<file path="config.mk">
export PLATFORM = sky130hd
export DESIGN_NAME = serial_diff_comparator
export DESIGN_NICKNAME = d
export VERILOG_FILES = /design/src/rtl/serial_diff_comparator.sv
export SDC_FILE = /design/constraint.sdc
export NUM_CORES = 1
export LEC_CHECK = 0
export CORE_ASPECT_RATIO = 1.2
export CORE_MARGIN = 4
export CORE_UTILIZATION = 25
export CTS_CLUSTER_DIAMETER = 100
export CTS_CLUSTER_SIZE = 24
export DETAILED_ROUTE_END_ITERATION = 16
export GPL_TIMING_DRIVEN = 0
export PLACE_DENSITY = 0.51
export SLEW_MARGIN = 5
export SYNTH_ARGS = -nofsm -noshare
export SYNTH_HDL_FRONTEND = slang
export SYNTH_SLANG_ARGS = --single-unit
</file>
<file path="constraint.sdc">
create_clock -name clk -period 2 [get_ports clk]
set_clock_uncertainty 0.1 [all_clocks]
set_input_delay 0.6 -clock clk [delete_from_list [all_inputs] [get_ports clk]]
set_output_delay 0.6 -clock clk [all_outputs]
set_load 0.01 [all_outputs]
</file>
<file path="src/rtl/serial_diff_comparator.sv">
`default_nettype none
// ============================================================================
// Module   : serial_diff_comparator
// Brief    : Bit-serial x/y inequality check, MSB first. Builds the XOR
//            difference mask one bit per clock. Also reports diff/equal and
//            the index of the most significant differing bit.
// Revision : 1.0 - initial release
// ============================================================================
module serial_diff_comparator #(
  parameter int WIDTH = 5,
  parameter int IDXW  = 3
) (
  input  logic             clk,
  input  logic             reset,
  input  logic             start,
  input  logic [WIDTH-1:0] x,
  input  logic [WIDTH-1:0] y,
  output logic             busy,
  output logic             done,
  output logic             diff,
  output logic             equal,
  output logic [WIDTH-1:0] mask,
  output logic [IDXW-1:0]  first_idx
);

  localparam logic [1:0] S_IDLE  = 2'd0;
  localparam logic [1:0] S_SHIFT = 2'd1;
  localparam logic [1:0] S_DONE  = 2'd2;

  localparam logic [IDXW-1:0] c_CNT_TOP = IDXW'(WIDTH - 1);

  logic [1:0]       state_q, state_d;
  logic [WIDTH-1:0] xr_q, xr_d;
  logic [WIDTH-1:0] yr_q, yr_d;
  logic [IDXW-1:0]  cnt_q, cnt_d;
  logic [WIDTH-1:0] mask_q, mask_d;
  logic             diff_q, diff_d;
  logic             equal_q, equal_d;
  logic [IDXW-1:0]  fidx_q, fidx_d;

  logic [WIDTH-1:0] w_xor;
  logic             w_bit;
  logic [WIDTH-1:0] w_bit_mask;

  // Difference bit currently under the counter, and its one-hot mask position
  always_comb begin
    w_xor      = xr_q ^ yr_q;
    w_bit      = w_xor[cnt_q];
    w_bit_mask = {{(WIDTH-1){1'b0}}, w_bit} << cnt_q;
  end

  // State register
  always_ff @(posedge clk or posedge reset) begin
    if (reset) begin
      state_q <= S_IDLE;
    end else begin
      state_q <= state_d;
    end
  end

  // Next-state logic: SHIFT runs until the counter reaches bit 0
  always_comb begin
    state_d = state_q;
    case (state_q)
      S_IDLE:  if (start) state_d = S_SHIFT;
      S_SHIFT: if (cnt_q == '0) state_d = S_DONE;
      S_DONE:  state_d = S_IDLE;
      default: state_d = S_IDLE;
    endcase
  end

  // Output decode from state
  always_comb begin
    busy = (state_q == S_SHIFT) || (state_q == S_DONE);
    done = (state_q == S_DONE);
  end

  // Datapath next values: capture on start, fold in one bit per SHIFT edge
  always_comb begin
    xr_d    = xr_q;
    yr_d    = yr_q;
    cnt_d   = cnt_q;
    mask_d  = mask_q;
    diff_d  = diff_q;
    equal_d = equal_q;
    fidx_d  = fidx_q;
    case (state_q)
      S_IDLE: begin
        if (start) begin
          xr_d    = x;
          yr_d    = y;
          cnt_d   = c_CNT_TOP;
          mask_d  = '0;
          diff_d  = 1'b0;
          equal_d = 1'b0;
          fidx_d  = '1;
        end
      end
      S_SHIFT: begin
        mask_d = mask_q | w_bit_mask;
        // Bits arrive MSB first, so the first hit is the most significant
        if (w_bit && !diff_q) begin
          fidx_d = cnt_q;
          diff_d = 1'b1;
        end
        if (cnt_q == '0) begin
          equal_d = ~(diff_q | w_bit);
        end else begin
          cnt_d = cnt_q - 1'b1;
        end
      end
      default: ;
    endcase
  end

  // Datapath registers; reset wipes any partial result
  always_ff @(posedge clk or posedge reset) begin
    if (reset) begin
      xr_q    <= '0;
      yr_q    <= '0;
      cnt_q   <= '0;
      mask_q  <= '0;
      diff_q  <= 1'b0;
      equal_q <= 1'b0;
      fidx_q  <= '1;
    end else begin
      xr_q    <= xr_d;
      yr_q    <= yr_d;
      cnt_q   <= cnt_d;
      mask_q  <= mask_d;
      diff_q  <= diff_d;
      equal_q <= equal_d;
      fidx_q  <= fidx_d;
    end
  end

  assign diff      = diff_q;
  assign equal     = equal_q;
  assign mask      = mask_q;
  assign first_idx = fidx_q;

endmodule
`default_nettype wire

</file>
# Word-level counts from Yosys, hierarchy flattened
# Index checks and enable logic that the tools add are counted.
# totals
register_bits	25
in_bits	13
out_inout_bits	12
word_cells	51
# classes
reduce_logical	12
bitwise_logic	4
mux	18
eq_ne	6
magnitude_cmp	1
n_addsub	1
shifts	1
# op_table
operator	count
$mux 3	4
$pmux 3 s2	2
$pmux 5 s2	1
$reduce_and 3->1	3
$ne 2x2->1 const B	3
$reduce_and 2->1	3
$mux 5	1
$or 5x5->5	1
$shl 1x3->5	1
$xor 5x5->5	1
$lt 3x4->1 const B	1
$mux 1	4
$mux 2	2
$pmux 1 s2	2
$pmux 2 s2	1
$bmux 1 s3	1
$logic_not 3->1	1
$sub 3x1->3 const B	1
$eq 2x1->1 const B	1
$eq 2x2->1 const B	1
$logic_not 2->1	1
$ne 2x1->1 const B	1
$reduce_bool 2->1	1
$logic_and 1x1->1	1
other kinds (4)	4

# Longest topological paths before layout
# depth
depth_word	7
ltp_mapped	7
mapped_depth_nobuf	6

# Worst setup path before layout
# No wires, ideal clock.
# synth_path
path_type	reg-to-reg
from	register state_q[0]
to	register mask_q[0] (netlist: mask[0])
path_buffers	0
path_slack_ns	0.233
synth_period_minus_slack_ns	1.767
path_stages_with_launch	7
required_ns	1.768
setup_ns	0.132
arrival_ns	1.535
path_cell_list	dfrtp_1 inv_1 ha_1 mux2i_1 nor2_1 a41oi_1 nor2_1
# synth_between
elab_chain_len	3
word_cells_on_any_way	6
cone_classes	eq/ne: 2; mux: 1; reduce/logical: 3
# synth_lines
element	line	text
start, declared	32	logic [1:0] state_q, state_d;
start signal, assigned	57	state_q <= state_d;
$eq 2x1->1 / $logic_not 2->1 (equally long branches)	87	case (state_q)
$reduce_bool 2->1 (no line) / $ne 2x2->1 (equally long branches)	--	
$reduce_and 2->1 (no line)	--	
end signal, assigned	130	mask_q <= mask_d;
end, declared	36	logic [WIDTH-1:0] mask_q, mask_d;
# Parallel ways exist; a longest one is shown, timed or not.
# A chain may end at the register's enable or synchronous reset.

# Worst setup path after layout
# layout_path
from	register state_q[0]
to	output busy
# layout_between
elab_chain_len	2
word_cells_on_any_way	3
cone_classes	eq/ne: 2; reduce/logical: 1
# layout_lines
element	line	text
$eq 2x1->1 / $eq 2x2->1 (equally long branches)	74	busy = (state_q == S_SHIFT) || (state_q == S_DONE);
$logic_or 1x1->1 (*)	74	
end, declared	18	output logic busy,
# Every way passes the cells marked *; elsewhere a longest branch is shown, timed or not.

==> out/metrics.yaml <==
outcome:
  status: "finished, final reports clean"
grt:
  track_usage_pct: 9.714
  grt_overflow: 0
  grt_max_degree: 26
  grt_pass1_vias: 1124
  antenna_found_initial: 0
  grt_first_pass_wirelength_um: 4926
synth:
  synth-edff-count: 0
  yosys.cell_types.count: 40
  avgSynthCellArea_um2: 10.78
  synth_seq_cells: 25
  yosysWarnings: 0
  yosysSeqAreaShare_pct: 46.32
  netlist_instances: 126
  async_flop_share_pct: 100.0
  syn_area_um2: 1359
  syn_nets: 145
  ys_dominant_reg_cell: "dfrtp_1"
cts:
  cts_tree: "yes"
  cts.sinks: 25
  cts_hold_buf: 0
  clk_pin_slew_ns: 0.09
  clockBufferDepth: 2
  cts_buffers: 3
  htree_levels: 1
  clock_latency_ns: 0.27
  clockRootBuffer: "clkbuf_8"
sta:
  grt_setup_unrepaired: "yes"
  fmax_ghz: 0.5132
  slew-limit-headroom_pct: 36.00
  post-route-min-period_ns: 1.949
  hold_viol: 0
  finalCritPeriodShare_pct: 97.43
  max_slew.worst_pin.slew_ns: 0.9590
  drv_slew: 0
  setup_viol: 0
  whs_ns: 0.4017
detailed_routing:
  drt_iter0_drc: 25
  wl_met2_um: 1561
  wl_per_cell_um: 13.77
  viasPerCell: 4.779
  route.met3.wl_um: 108
  ant_nets: 0
  maxUsedRoutingLayer: "met4"
  drc_errors: 0
  routed_wl_um: 2988
  wl_met1_um: 1247
  routed-via-count: 1037
  dr.pass1.iters: 4
floorplanning:
  die_y_um: 88.76
  floorplan.core_area_um2: 5298
  die_x_um: 75.30
  start_util_pct: 25.65
  die-area_um2: 6684
  row_count: 29
  io_pins: 25
power_and_ir_drop:
  p_per_area_nw_per_um2: 1593
  p_int_mw: 1.663
  pwr-share-seq_pct: 32.8
  power.switching_mw: 1.124
  switching_share_pct: 40.33
  ir_worst_vdd_mv: 0.8025
  clockPowerShare_pct: 10.7
  combPwrFrac_pct: 56.5
  leakagePower_nw: 0.7605
critical_path:
  critPathKind: "register to output port"
  crit_start: "state_q[0]$_DFFE_PP0P_"
  cp_data_required_time_ns: 1.30
  cp-end-kind: "output port"
  cp.arrival_ns: 1.25
  r2r-start: "cnt_q[0]$_DFFE_PP0P_"
  critPathLaunchType: "register"
  critPathMaxFanout: 3
cells_and_area:
  seq_area_um2: 630.6
  antenna-diode-count: 0
  area_growth_pct: 28.73
  drive_above_1_share_pct: 23.87
  final_area_um2: 1749
  post-route-util_pct: 33.02
  nNetsFinal: 175
  fill_cells: 566
  multiInputGateArea_um2: 694.4
placed_design:
  place.gp.congestion: 0.7555
  dpl-instance-area_um2: 1677
  numPortBuffers: 24
  hpwl_um: 2255
min_path:
  min_from: "mask[4]$_DFFE_PP0P_"
  hp-class: "register to register"
flow_run:
  maxCapViolCount: 0
==> per-layer routing <==
metal	track usage, %	vias to the layer above
met2	17.44	28
met4	4.769	0
li1	-	497
met5	0	-
met1	10.73	504
met3	1.818	8
==> power by group through the flow <==
stage / Sequential [mW] / Combinational [mW] / Clock (mW)
6_report: 0.914 / 1.58 / 0.297
5_1_grt: 0.944 / 1.75 / 0.325
4_1_cts: 0.914 / 1.58 / 0.310
3_5_place_dp: 0.925 / 1.56 / 0
3_3_place_gp: 0.911 / 1.53 / 0
2_1_floorplan: 0.925 / 1.08 / 0
==> layout by cell type, fill, tap and decap left out, drive strengths merged <==
cell	count
o211a	1
o31ai	3
nor2b	4
mux2	12
a2111oi	1
dlygate4sd2	3
and2	4
nand4	2
nor3b	2
o21ai	2
dlymetal6s2s	1
and3	1
nand2b	2
dfrtp	22
nor3	1
clkbuf	4
nand3	3
dfstp	3
clkdlybuf4s15	2
a31oi	1
inv	8
mux2i	1
xnor2	4
a21oi	6
ha	6
a22oi	3
nor2	13
clkdlybuf4s50	18
and4	1
xor2	1
a21o	2
a41oi	2
or3	1
a311oi	1
nand2	7
o2bb2ai	1
buf	5
nand3b	1
==> area by class of cell <==
type	instances	share of cell area, %
multi-input cells	89	39.70
flip-flops and latches	25	36.05
repair buffers	25	14.09
well taps	62	4.435
clock buffers	4	2.575
inverters	8	1.717
plain buffers	4	1.431
==> worst max-delay path, stage by stage (launching register included) <==
cell	delay (ns)
dfrtp_1	0.41
inv_2	0.08
ha_2	0.26
clkdlybuf4s15_1	0.23
==> registers in the layout, indices dropped and copies added, names as in the netlist <==
name       cells
state_q        2
diff           1
equal          1
first_idx      3
mask           5
xr_q           5
cnt_q          3
yr_q           5
==> path summary, 6_finish.rpt <==
kind	end	slack, ns	cells after the start
setup / recovery	busy	0.05	3
hold reg to reg	mask[4]$_DFFE_PP0P_	0.40	2
setup reg to reg	state_q[0]$_DFFE_PP0P_	0.14	7
hold / removal	mask[4]$_DFFE_PP0P_	0.40	2
min in group asynchronous	xr_q[0]$_DFFE_PP0P_	0.75	2
max in group asynchronous	diff$_DFFE_PP0P_	0.40	2
==> what timing repair did <==
action	CTS	global route
resized for setup	8	8
endpoints found under the setup margin	10	8
buffers inserted	1	0
==> cell usage after synthesis, types with 2 or more instances <==
cell type	instances	area (µm²)
a21o_1	2	15.01
a21oi_1	6	30.03
a41oi_1	2	17.52
and2_1	2	12.51
and2_4	2	17.52
buf_2	2	10.01
buf_4	2	15.01
dfrtp_1	22	550.5
dfstp_2	3	78.83
ha_1	6	75.07
inv_1	8	30.03
mux2_2	12	135.1
nand2_1	7	26.28
nand3_1	3	15.01
nand4_1	2	12.51
nor2_1	13	48.80
nor2b_1	4	25.02
o21ai_0	2	10.01
o31ai_1	2	15.01
xnor2_1	4	35.03
==> cell families (layout without fill, tap and decap cells) <==
group                      count (synthesis)  in the layout  share of synthesized area [%]
and+or+nand+nor                           42             42                          16.67
DFF                                       25             25                          46.32
AOI/OAI and AO/OA                         23             23                          13.54
muxes                                     13             13                          10.68
buffers and inverters                     12             41                          4.051
adders and majority gates                  6              6                          5.525
xor gates and xnor gates                   5              5                          3.223
==> stage by stage <==
step	setup TNS [ns]	instances	power (mW)	worst slack [ns]
finish	0	217	2.787	0.05146
global route	-0.01090	217	3.024	-0.01090
CTS	0	217	2.802	0.004134
detailed placement	-3.599	212	2.486	-0.3520
global placement	-3.423	212	2.442	-0.3542
floorplan	0	126	2.001	0.2330
Power figures use the tool's default switching activity.
